--- config.mk ---
export PLATFORM = sky130hd
export DESIGN_NAME = ifu_mem_arb_flat
export DESIGN_NICKNAME = d
export VERILOG_FILES = /design/src/rtl/ifu_pkg.sv /design/src/rtl/ifu_mem_arb_if.sv /design/src/rtl/ifu_arb_timeout_cnt.sv /design/src/rtl/ifu_mem_arb.sv /design/src/flat_wrapper.sv
export SDC_FILE = /design/constraint.sdc
export NUM_CORES = 1
export LEC_CHECK = 0
export ABC_AREA = 1
export BUFFER_PORTS_ARGS = -buffer_cell sky130_fd_sc_hd__buf_2
export CAP_MARGIN = 5
export CORE_MARGIN = 1
export CORE_UTILIZATION = 44
export CTS_BUF_LIST = sky130_fd_sc_hd__clkbuf_16
export CTS_CLUSTER_DIAMETER = 120
export DETAILED_ROUTE_END_ITERATION = 10
export GPL_ROUTABILITY_DRIVEN = 0
export MAX_ROUTING_LAYER = met4
export PLACE_DENSITY = 0.77
export RECOVER_POWER = 100
export SLEW_MARGIN = 10
export SYNTH_ARGS = -nofsm -noshare
export SYNTH_HDL_FRONTEND = slang
export SYNTH_SLANG_ARGS = --single-unit
--- constraint.sdc ---
create_clock -name Clock -period 1.5 [get_ports Clock]
set_input_delay 0.225 -clock Clock [delete_from_list [all_inputs] [get_ports Clock]]
set_output_delay 0.225 -clock Clock [all_outputs]
set_load 0.005 [all_outputs]
--- src/rtl/ifu_pkg.sv ---
// Shared types and default tuning constants for the instruction-fetch memory arbiter.
package ifu_pkg;

  localparam int unsigned DEF_TIMEOUT    = 16;
  localparam int unsigned DEF_STARVE_MAX = 4;

  typedef enum logic [1:0] {
    IDLE  = 2'd0,
    ISSUE = 2'd1,
    WAIT  = 2'd2
  } t_arb_state;

  typedef enum logic {
    DEMAND = 1'b0,
    PF     = 1'b1
  } t_arb_src;

endpackage

--- src/rtl/ifu_mem_arb_if.sv ---
// Cache/prefetcher/memory signal bundle; master is the arbiter, slave is its environment.
interface ifu_mem_arb_if #(
  parameter int unsigned TAG_WIDTH  = 6,
  parameter int unsigned LINE_WIDTH = 32
);

  logic [TAG_WIDTH-1:0]  cache_reqTagIn;
  logic                  cache_reqTagValidIn;
  logic [TAG_WIDTH-1:0]  pf_reqTagIn;
  logic                  pf_reqTagValidIn;
  logic                  pf_reqAcceptOut;
  logic [TAG_WIDTH-1:0]  mem_reqTagOut;
  logic                  mem_reqValidOut;
  logic                  mem_reqReadyIn;
  logic [TAG_WIDTH-1:0]  mem_rspTagIn;
  logic [LINE_WIDTH-1:0] mem_rspInsLineIn;
  logic                  mem_rspInsLineValidIn;
  logic [TAG_WIDTH-1:0]  cache_rspTagOut;
  logic [LINE_WIDTH-1:0] cache_rspInsLineOut;
  logic                  cache_rspInsLineValidOut;
  logic                  busyOut;
  logic                  timeoutErrOut;

  modport master (
    input  cache_reqTagIn, cache_reqTagValidIn, pf_reqTagIn, pf_reqTagValidIn,
           mem_reqReadyIn, mem_rspTagIn, mem_rspInsLineIn, mem_rspInsLineValidIn,
    output pf_reqAcceptOut, mem_reqTagOut, mem_reqValidOut, cache_rspTagOut,
           cache_rspInsLineOut, cache_rspInsLineValidOut, busyOut, timeoutErrOut
  );

  modport slave (
    output cache_reqTagIn, cache_reqTagValidIn, pf_reqTagIn, pf_reqTagValidIn,
           mem_reqReadyIn, mem_rspTagIn, mem_rspInsLineIn, mem_rspInsLineValidIn,
    input  pf_reqAcceptOut, mem_reqTagOut, mem_reqValidOut, cache_rspTagOut,
           cache_rspInsLineOut, cache_rspInsLineValidOut, busyOut, timeoutErrOut
  );

endinterface

--- src/rtl/ifu_arb_timeout_cnt.sv ---
// WAIT-state watchdog: counts enabled cycles and flags the TIMEOUT-th one.
module ifu_arb_timeout_cnt
  import ifu_pkg::*;
#(
  parameter int unsigned TIMEOUT = DEF_TIMEOUT
) (
  input  logic Clock,
  input  logic Rst,
  input  logic clear,
  input  logic enable,
  output logic expired
);

  localparam int unsigned CNT_W = (TIMEOUT > 1) ? $clog2(TIMEOUT) : 1;

  logic [CNT_W-1:0] cntQ, cntD;

  assign expired = enable && (cntQ == CNT_W'(TIMEOUT - 1));

  always_comb begin
    cntD = cntQ;
    if (clear || expired) begin
      cntD = '0;
    end else if (enable) begin
      cntD = cntQ + 1'b1;
    end
  end

  always_ff @(posedge Clock) begin
    if (Rst) begin
      cntQ <= '0;
    end else begin
      cntQ <= cntD;
    end
  end

endmodule

--- src/rtl/ifu_mem_arb.sv ---
// Single-outstanding arbiter between demand misses and prefetches toward instruction memory,
// with prefetch anti-starvation, duplicate squashing and timeout reissue.
module ifu_mem_arb
  import ifu_pkg::*;
#(
  parameter int unsigned TAG_WIDTH  = 6,
  parameter int unsigned LINE_WIDTH = 32,
  parameter int unsigned TIMEOUT    = DEF_TIMEOUT,
  parameter int unsigned STARVE_MAX = DEF_STARVE_MAX
) (
  input logic           Clock,
  input logic           Rst,
  ifu_mem_arb_if.master bus
);

  localparam int unsigned STARVE_W = $clog2(STARVE_MAX + 1);

  t_arb_state            stateQ, stateD;
  t_arb_src              srcQ;
  logic [TAG_WIDTH-1:0]  tagQ;
  logic [STARVE_W-1:0]   starveQ, starveD;
  logic                  timeoutErrQ;
  logic                  rspValidQ;
  logic [TAG_WIDTH-1:0]  rspTagQ;
  logic [LINE_WIDTH-1:0] rspLineQ;

  logic demValid, pfValid, pfSquash, starveFull;
  logic demGrant, pfGrant, rspHit, expired;

  assign demValid   = bus.cache_reqTagValidIn;
  assign pfValid    = bus.pf_reqTagValidIn;
  assign starveFull = (starveQ == STARVE_W'(STARVE_MAX));

  assign pfSquash = pfValid &&
                    (((stateQ != IDLE) && (bus.pf_reqTagIn == tagQ)) ||
                     (demValid && (bus.pf_reqTagIn == bus.cache_reqTagIn)));

  // No grant while a fill is being presented: the served demand is still high that cycle.
  assign demGrant = (stateQ == IDLE) && !rspValidQ && demValid &&
                    !(pfValid && !pfSquash && starveFull);
  assign pfGrant  = (stateQ == IDLE) && !rspValidQ && pfValid && !pfSquash &&
                    (!demValid || starveFull);

  assign rspHit = (stateQ == WAIT) && bus.mem_rspInsLineValidIn && (bus.mem_rspTagIn == tagQ);

  ifu_arb_timeout_cnt #(
    .TIMEOUT (TIMEOUT)
  ) u_timeout (
    .Clock   (Clock),
    .Rst     (Rst),
    .clear   (stateQ != WAIT),
    .enable  (stateQ == WAIT),
    .expired (expired)
  );

  always_ff @(posedge Clock) begin
    if (Rst) begin
      stateQ <= IDLE;
    end else begin
      stateQ <= stateD;
    end
  end

  always_comb begin
    stateD = stateQ;
    unique case (stateQ)
      IDLE:    if (demGrant || pfGrant) stateD = ISSUE;
      ISSUE:   if (bus.mem_reqReadyIn) stateD = WAIT;
      WAIT: begin
        if (rspHit) begin
          stateD = IDLE;
        end else if (expired) begin
          stateD = ISSUE;
        end
      end
      default: stateD = IDLE;
    endcase
  end

  // Counter is only consulted in IDLE, so clearing it once the granted prefetch reaches ISSUE
  // is equivalent to clearing it at the grant itself.
  always_comb begin
    starveD = starveQ;
    if (pfSquash || ((stateQ == ISSUE) && (srcQ == PF))) begin
      starveD = '0;
    end else if (demGrant && pfValid && !starveFull) begin
      starveD = starveQ + 1'b1;
    end
  end

  always_ff @(posedge Clock) begin
    if (Rst) begin
      tagQ        <= '0;
      srcQ        <= DEMAND;
      starveQ     <= '0;
      timeoutErrQ <= 1'b0;
      rspValidQ   <= 1'b0;
      rspTagQ     <= '0;
      rspLineQ    <= '0;
    end else begin
      if (demGrant) begin
        tagQ <= bus.cache_reqTagIn;
        srcQ <= DEMAND;
      end else if (pfGrant) begin
        tagQ <= bus.pf_reqTagIn;
        srcQ <= PF;
      end
      starveQ <= starveD;
      if ((stateQ == WAIT) && expired && !rspHit) begin
        timeoutErrQ <= 1'b1;
      end
      rspValidQ <= rspHit;
      if (rspHit) begin
        rspTagQ  <= bus.mem_rspTagIn;
        rspLineQ <= bus.mem_rspInsLineIn;
      end
    end
  end

  always_comb begin
    bus.mem_reqValidOut          = (stateQ == ISSUE);
    bus.mem_reqTagOut            = (stateQ == ISSUE) ? tagQ : '0;
    bus.busyOut                  = (stateQ != IDLE);
    bus.pf_reqAcceptOut          = !Rst && (pfSquash || pfGrant);
    bus.cache_rspInsLineValidOut = rspValidQ;
    bus.cache_rspTagOut          = rspTagQ;
    bus.cache_rspInsLineOut      = rspLineQ;
    bus.timeoutErrOut            = timeoutErrQ;
  end

endmodule

--- src/flat_wrapper.sv ---
// flat-port wrapper written by rule: the top's interface ports become plain ports
module ifu_mem_arb_flat import ifu_pkg::*;
#(
  parameter int unsigned TAG_WIDTH  = 6,
  parameter int unsigned LINE_WIDTH = 32,
  parameter int unsigned TIMEOUT    = DEF_TIMEOUT,
  parameter int unsigned STARVE_MAX = DEF_STARVE_MAX
)
  (Clock, Rst, bus_cache_reqTagIn, bus_cache_reqTagValidIn, bus_pf_reqTagIn, bus_pf_reqTagValidIn, bus_mem_reqReadyIn, bus_mem_rspTagIn, bus_mem_rspInsLineIn, bus_mem_rspInsLineValidIn, bus_pf_reqAcceptOut, bus_mem_reqTagOut, bus_mem_reqValidOut, bus_cache_rspTagOut, bus_cache_rspInsLineOut, bus_cache_rspInsLineValidOut, bus_busyOut, bus_timeoutErrOut);
  ifu_mem_arb_if #(.TAG_WIDTH(TAG_WIDTH), .LINE_WIDTH(LINE_WIDTH)) bus_i ();
  input logic Clock;
  input logic Rst;
  input wire logic [$bits(bus_i.cache_reqTagIn)-1:0] bus_cache_reqTagIn;
  input wire logic [$bits(bus_i.cache_reqTagValidIn)-1:0] bus_cache_reqTagValidIn;
  input wire logic [$bits(bus_i.pf_reqTagIn)-1:0] bus_pf_reqTagIn;
  input wire logic [$bits(bus_i.pf_reqTagValidIn)-1:0] bus_pf_reqTagValidIn;
  input wire logic [$bits(bus_i.mem_reqReadyIn)-1:0] bus_mem_reqReadyIn;
  input wire logic [$bits(bus_i.mem_rspTagIn)-1:0] bus_mem_rspTagIn;
  input wire logic [$bits(bus_i.mem_rspInsLineIn)-1:0] bus_mem_rspInsLineIn;
  input wire logic [$bits(bus_i.mem_rspInsLineValidIn)-1:0] bus_mem_rspInsLineValidIn;
  output wire logic [$bits(bus_i.pf_reqAcceptOut)-1:0] bus_pf_reqAcceptOut;
  output wire logic [$bits(bus_i.mem_reqTagOut)-1:0] bus_mem_reqTagOut;
  output wire logic [$bits(bus_i.mem_reqValidOut)-1:0] bus_mem_reqValidOut;
  output wire logic [$bits(bus_i.cache_rspTagOut)-1:0] bus_cache_rspTagOut;
  output wire logic [$bits(bus_i.cache_rspInsLineOut)-1:0] bus_cache_rspInsLineOut;
  output wire logic [$bits(bus_i.cache_rspInsLineValidOut)-1:0] bus_cache_rspInsLineValidOut;
  output wire logic [$bits(bus_i.busyOut)-1:0] bus_busyOut;
  output wire logic [$bits(bus_i.timeoutErrOut)-1:0] bus_timeoutErrOut;
  assign bus_i.cache_reqTagIn = bus_cache_reqTagIn;
  assign bus_i.cache_reqTagValidIn = bus_cache_reqTagValidIn;
  assign bus_i.pf_reqTagIn = bus_pf_reqTagIn;
  assign bus_i.pf_reqTagValidIn = bus_pf_reqTagValidIn;
  assign bus_i.mem_reqReadyIn = bus_mem_reqReadyIn;
  assign bus_i.mem_rspTagIn = bus_mem_rspTagIn;
  assign bus_i.mem_rspInsLineIn = bus_mem_rspInsLineIn;
  assign bus_i.mem_rspInsLineValidIn = bus_mem_rspInsLineValidIn;
  assign bus_pf_reqAcceptOut = bus_i.pf_reqAcceptOut;
  assign bus_mem_reqTagOut = bus_i.mem_reqTagOut;
  assign bus_mem_reqValidOut = bus_i.mem_reqValidOut;
  assign bus_cache_rspTagOut = bus_i.cache_rspTagOut;
  assign bus_cache_rspInsLineOut = bus_i.cache_rspInsLineOut;
  assign bus_cache_rspInsLineValidOut = bus_i.cache_rspInsLineValidOut;
  assign bus_busyOut = bus_i.busyOut;
  assign bus_timeoutErrOut = bus_i.timeoutErrOut;
  ifu_mem_arb #(.TAG_WIDTH(TAG_WIDTH), .LINE_WIDTH(LINE_WIDTH), .TIMEOUT(TIMEOUT), .STARVE_MAX(STARVE_MAX)) u_core (.Clock(Clock), .Rst(Rst), .bus(bus_i));
endmodule
Word level (Yosys, flattened, before mapping)
Index checks and enable logic that the tools add are counted.
Cells by class
  eq/ne operators: 11
  reductions and logical operators: 40
  mux-type cells: 8
  add/sub/neg operators: 2
Operators with widths (number)
  1-bit logical AND: 20
  6-bit equality test: 3
  6-bit 2-to-1 mux: 3
  2-bit 2-to-1 mux: 4
  1-bit logical NOT: 7
  1-bit logical OR: 6
  2-bit inequality test, second input constant: 3
  2-bit one-hot mux with 3 select lines: 1
  2-bit OR reduction: 3
  4-bit by 1-bit adder with 4-bit output, second input constant: 1
  4-bit equality test, second input constant: 1
  2-bit nonzero test: 2
  3-bit by 1-bit adder with 3-bit output, second input constant: 1
  3-bit equality test, second input constant: 1
  3-bit by 1-bit inequality test with 1-bit output, second input constant: 1
  3-bit AND reduction: 1
  2-bit by 1-bit equality test with 1-bit output, second input constant: 1
  2-bit equality test, second input constant: 1
  2-bit logical NOT: 1
Storage, ports and cells
  input port bits: 56
  output and inout bits: 49
  flip-flop bits (word level): 56

Depth between registers and ports, before layout
  depth after elaboration: 12
  mapped depth: 14
  gate-level depth less buffers: 14

By module
A second synthesis with hierarchy kept.
Unflattened totals
  cells, all modules: 391
  area total of the unflattened synthesis: 2763.9 µm²
Modules (own cells, without submodules)
  ifu_mem_arb: cells each 365, area each 2572.5 µm², instances 1
  ifu_arb_timeout_cnt: cells each 26, area each 191.4 µm², instances 1

Least setup slack after synthesis
Ideal clock, no wire load.
  path type: reg-to-output
  start: reg u_core.stateQ[0]
  end: out bus_pf_reqAcceptOut
  stages on the path, launching flop included: 9
  path buffers: 0
  required time: 1.275 ns
  data arrival time: 1.221 ns
  path slack: 0.054 ns
  cell sequence: dfxtp_1 inv_2 nand2_2 or2_4 nor2_1 nand3_2 a21oi_1 o21ai_0 inv_1
On the way
  word-level cells in the longest chain between the ends: 9
  elaborated cells between the ends (all ways): 12
  those cells by class: 12 x reduce/logical
Ends and longest elaborated chain
  start, declared: RTL line ifu_mem_arb.sv:18  | t_arb_state stateQ, stateD;
  start signal, assigned: RTL line ifu_mem_arb.sv:60  | stateQ <= stateD;
  2-bit nonzero test (*)
  via bus_busyOut: RTL line flat_wrapper.sv:27  | output wire logic [$bits(bus_i.busyOut)-1:0] bus_busyOut;
  1-bit logical AND (*): RTL line ifu_mem_arb.sv:35  | (((stateQ != IDLE) && (bus.pf_reqTagIn == tagQ)) ||
  1-bit logical OR (*): RTL line ifu_mem_arb.sv:35
  1-bit logical AND (*): RTL line ifu_mem_arb.sv:34  | assign pfSquash = pfValid &&
  1-bit logical NOT: RTL line ifu_mem_arb.sv:41  | assign pfGrant = (stateQ == IDLE) && !rspValidQ && pfValid && !pfSquash &&
  1-bit logical AND (2 in series): RTL line ifu_mem_arb.sv:41
  1-bit logical OR (*): RTL line ifu_mem_arb.sv:124  | bus.pf_reqAcceptOut = !Rst && (pfSquash || pfGrant);
  1-bit logical AND (*): RTL line ifu_mem_arb.sv:124
  end, declared: RTL line flat_wrapper.sv:21  | output wire logic [$bits(bus_i.pf_reqAcceptOut)-1:0] bus_pf_reqAcceptOut;
Mark *: on every way through the listed nets, which the timed path passes. The rest lies on a longest branch.

Worst setup path after layout
  start: reg u_core.tagQ[1]
  end: out bus_pf_reqAcceptOut
On the way
  word-level cells in the longest chain between the ends: 9
Ends and longest elaborated chain
  start, declared: RTL line ifu_mem_arb.sv:20  | logic [TAG_WIDTH-1:0] tagQ;
  start signal, assigned: RTL line ifu_mem_arb.sv:102  | tagQ <= bus.cache_reqTagIn;
  start signal, assigned: RTL line ifu_mem_arb.sv:105  | tagQ <= bus.pf_reqTagIn;
  6-bit equality test (*): RTL line ifu_mem_arb.sv:35
  1-bit logical AND (*): RTL line ifu_mem_arb.sv:35
  1-bit logical OR (*): RTL line ifu_mem_arb.sv:35
  1-bit logical AND (*): RTL line ifu_mem_arb.sv:34
  1-bit logical NOT: RTL line ifu_mem_arb.sv:41
  1-bit logical AND (2 in series): RTL line ifu_mem_arb.sv:41
  1-bit logical OR (*): RTL line ifu_mem_arb.sv:124
  1-bit logical AND (*): RTL line ifu_mem_arb.sv:124
Mark *: on every way between the ends. The rest lies on a longest branch, timed or not.

==> qor.txt <==
worst IR drop on VDD - 0.000600 V
MaxCap Viol Count - 0
Layout area overhead - 64.1%
Period Utilization, post-route - 118%
largest net degree at the start of global routing - 21
f_max - 563 MHz
post-synthesis register bit count - 56
number of global-route vias before repair - 2,904
DRC violations left - 0
Nets - 582
H-Tree Depth - 2
CP Capture Type - primary output
hold_ws - 0.139 ns
post-synthesis adder-cell area fraction - 1.43%
CP arrival - 1.55 ns
Final ANT Viol Nets - 0
GRT Util Overall - 27.0%
Warnings, synthesis - 0
largest family of logic cells by synthesized area - simple AND/OR/NAND/NOR gates
worst endpoint required time - 1.27 ns
Simple-Gate Fraction of Synth Area - 31.2%
post-route setup slack - -0.275 ns
sequential power share - 39.3%
TNS Setup - -7.03 ns
cell area power density - 949 mW/mm^2
worst setup path class - reg2out
ant diodes - 0
syn nets - 437
combinational power share - 29.3%
Port Buffers - 104
commonest non-fill, non-tap cell in the layout - buf_2
Slew HR - 75.7%
vias per cell - 4.98
failing checks - setup timing
Layout Cells excl Fill - 596
most frequent cells in the layout - 83 x buf_2, 55 x nor2_1, 50 x dfxtp_1
Clk network pwr share - 31.4%
Leak Pwr - 2.08 nW
Setup crit start kind - flip-flop
final max-slew violation count - 0
Hold Vio Cnt, Final - 0
post-synthesis compound-gate area fraction - 12.2%
Int Pwr - 2.89 mW
routed len/inst - 13.7 um
library cells used by synthesis - 31
minimum clock period - 1.78 ns
worst skew pair latency - 0.29 ns
# hold bufs at CTS - 0
Worst-Margin Slew - 0.365 ns
Setup violations, final - 52
clock buffer depth - 2
Clock Sinks - 56
DP Cell Count - 565
Core ar. - 0.00564 mm^2
share of layout cells above drive strength 1 - 45.4%
Seq/Total Area, Yosys - 42.6%
drt pass-1 iters - 4
Synth Cell Area - 0.00263 mm^2
Synth Instances - 378
syn_area_per_cell - 6.95 um^2
Iter 0 DRT Violations - 114
outcome - finished with violations
sw frac - 29.5%
Root Buffer - clkbuf_16
Synth Area in XOR/XNOR - 2.62%
Detail Placement HPWL - 4.84 mm
RSZ-0062 raised after global routing - true
I/O pin cnt - 105
TritonCTS Buffers - 5
Tot Pwr - 4.09 mW
routed wire length - 8.19 mm
CTS tree - done
first-pass GRT wire length - 13.0 mm
die outline area - 0.00629 mm^2
Die X - 79.3 um
Worst Skew - 0.00767 ns
FP Rows - 27
initial antenna violation count - 0
Switch Pwr - 1.21 mW
total gr overflow - 0
vias - 2,971
worst-path fanout max - 2
clock-pin slew on the worst setup and hold paths - 0.07 ns
hold crit path type - in2reg
mux contribution to synthesized area - 0%
Starting Density - 46.6%
final core utilization - 76.5%
Die Y - 79.3 um
-- what timing repair did --
action / 4_1_cts / 5_1_grt
endpoints found under the setup margin: 39 / 54
gates cloned: 8 / 0
pin swaps: 22 / 28
buffers inserted: 19 / 8
gates resized for setup: 120 / 65
-- registers in the layout (all words and copies together) (netlist names) --
name / cells
u_core.stateQ: 2
u_core.bus.timeoutErrOut: 1
u_core.bus.cache_rspInsLineValidOut: 1
u_core.bus.cache_rspInsLineOut: 32
u_core.srcQ: 1
u_core.tagQ: 6
u_core.u_timeout.cntQ: 4
u_core.bus.cache_rspTagOut: 6
u_core.starveQ: 3
-- logic make-up (layout without fill, tap and decap cells) --
| family | after synthesis | in the layout |
|---|---|---|
| AND/OR/NAND/NOR | 186 | 186 |
| flip-flops | 56 | 56 |
| XOR/XNOR | 7 | 7 |
| adder cells (fa/ha/maj) | 3 | 3 |
| AO/OA/AOI/OAI | 63 | 63 |
| buffers and inverters | 63 | 209 |
-- routing by layer --
layer	vias to the layer above	part of all wire [%]	track usage, %
li1	1466	-	-
met1	1377	41	30.0
met2	116	52	48.7
met3	12	4.9	4.60
met4	0	1.5	8.91
met5	-	0	-
-- Yosys cell counts --
cell type	count	area share, %
buf_6	2	0.86
a31oi_1	1	0.24
nand2_2	5	1.2
dfxtp_1	56	43
o2111ai_1	1	0.33
a21oi_1	10	1.9
or2_4	1	0.33
xnor2_1	2	0.67
o22ai_1	1	0.24
o21ai_0	45	8.6
nor2_1	98	14
nand2_4	1	0.43
nor3b_1	1	0.29
nor2_4	2	0.86
and2_4	1	0.33
nor3_1	1	0.19
inv_2	3	0.43
nand2_1	52	7.4
buf_2	4	0.76
nand4_1	1	0.24
o21ai_1	5	0.95
nor2_8	2	1.5
inv_1	45	6.4
inv_4	1	0.24
clkbuf_1	8	1.1
xnor2_2	1	0.62
xor2_1	4	1.3
nand3_1	18	3.4
nand3_2	2	0.76
ha_1	3	1.4
nor2_2	1	0.24
-- worst max-delay path, cell delays in order (launching register included) --
cell and delay (ns):
dfxtp_2 0.33, buf_4 0.11, inv_2 0.03, nand2_1 0.04, nand3_1 0.08, nor2_1 0.09
nand3_1 0.11, and2_4 0.17, nor2_4 0.08, o21ai_1 0.06, inv_1 0.06, buf_2 0.10
-- final timing paths --
path                            start  depth (start not counted)  slack [ns]                        to
max                    u_core.tagQ[1]                         11       -0.28       bus_pf_reqAcceptOut
min                               Rst                          2        0.14          u_core.stateQ[1]
max reg2reg          u_core.stateQ[1]                         13       -0.24          u_core.stateQ[1]
min reg2reg  u_core.u_timeout.cntQ[0]                          1        0.46  u_core.u_timeout.cntQ[0]
-- power groups by stage --
stage / Clock (mW) / Combinational, mW / Sequential (mW)
floorplan: 0 / 0.520 / 1.64
global placement: 0 / 0.947 / 1.63
detailed placement: 0 / 0.957 / 1.64
CTS: 1.29 / 1.12 / 1.61
global route: 1.35 / 1.32 / 1.62
finish: 1.28 / 1.20 / 1.61
-- layout make-up --
class                           instances  area, um^2
Clock buffer                            5         125
Clock inverter                          3        38.8
Fill cell                             398        1330
Inverter                               49         201
Multi-Input combinational cell        259        1700
Sequential cell                        56        1130
Tap cell                               72        90.1
Timing Repair Buffer                  151        1030
Timing Repair inverter                  1        8.76
-- metrics by stage --
| stage | setup slack, ns | instance area (um^2) |
|---|---|---|
| after CTS | -0.239 | 4250 |
| final | -0.275 | 4310 |
| after global routing | -0.360 | 4310 |
| after floorplan | 0.0543 | 2630 |
| after detailed placement | -0.0940 | 3390 |
| after global placement | -0.0431 | 3390 |
Power figures use the tool's default switching activity.
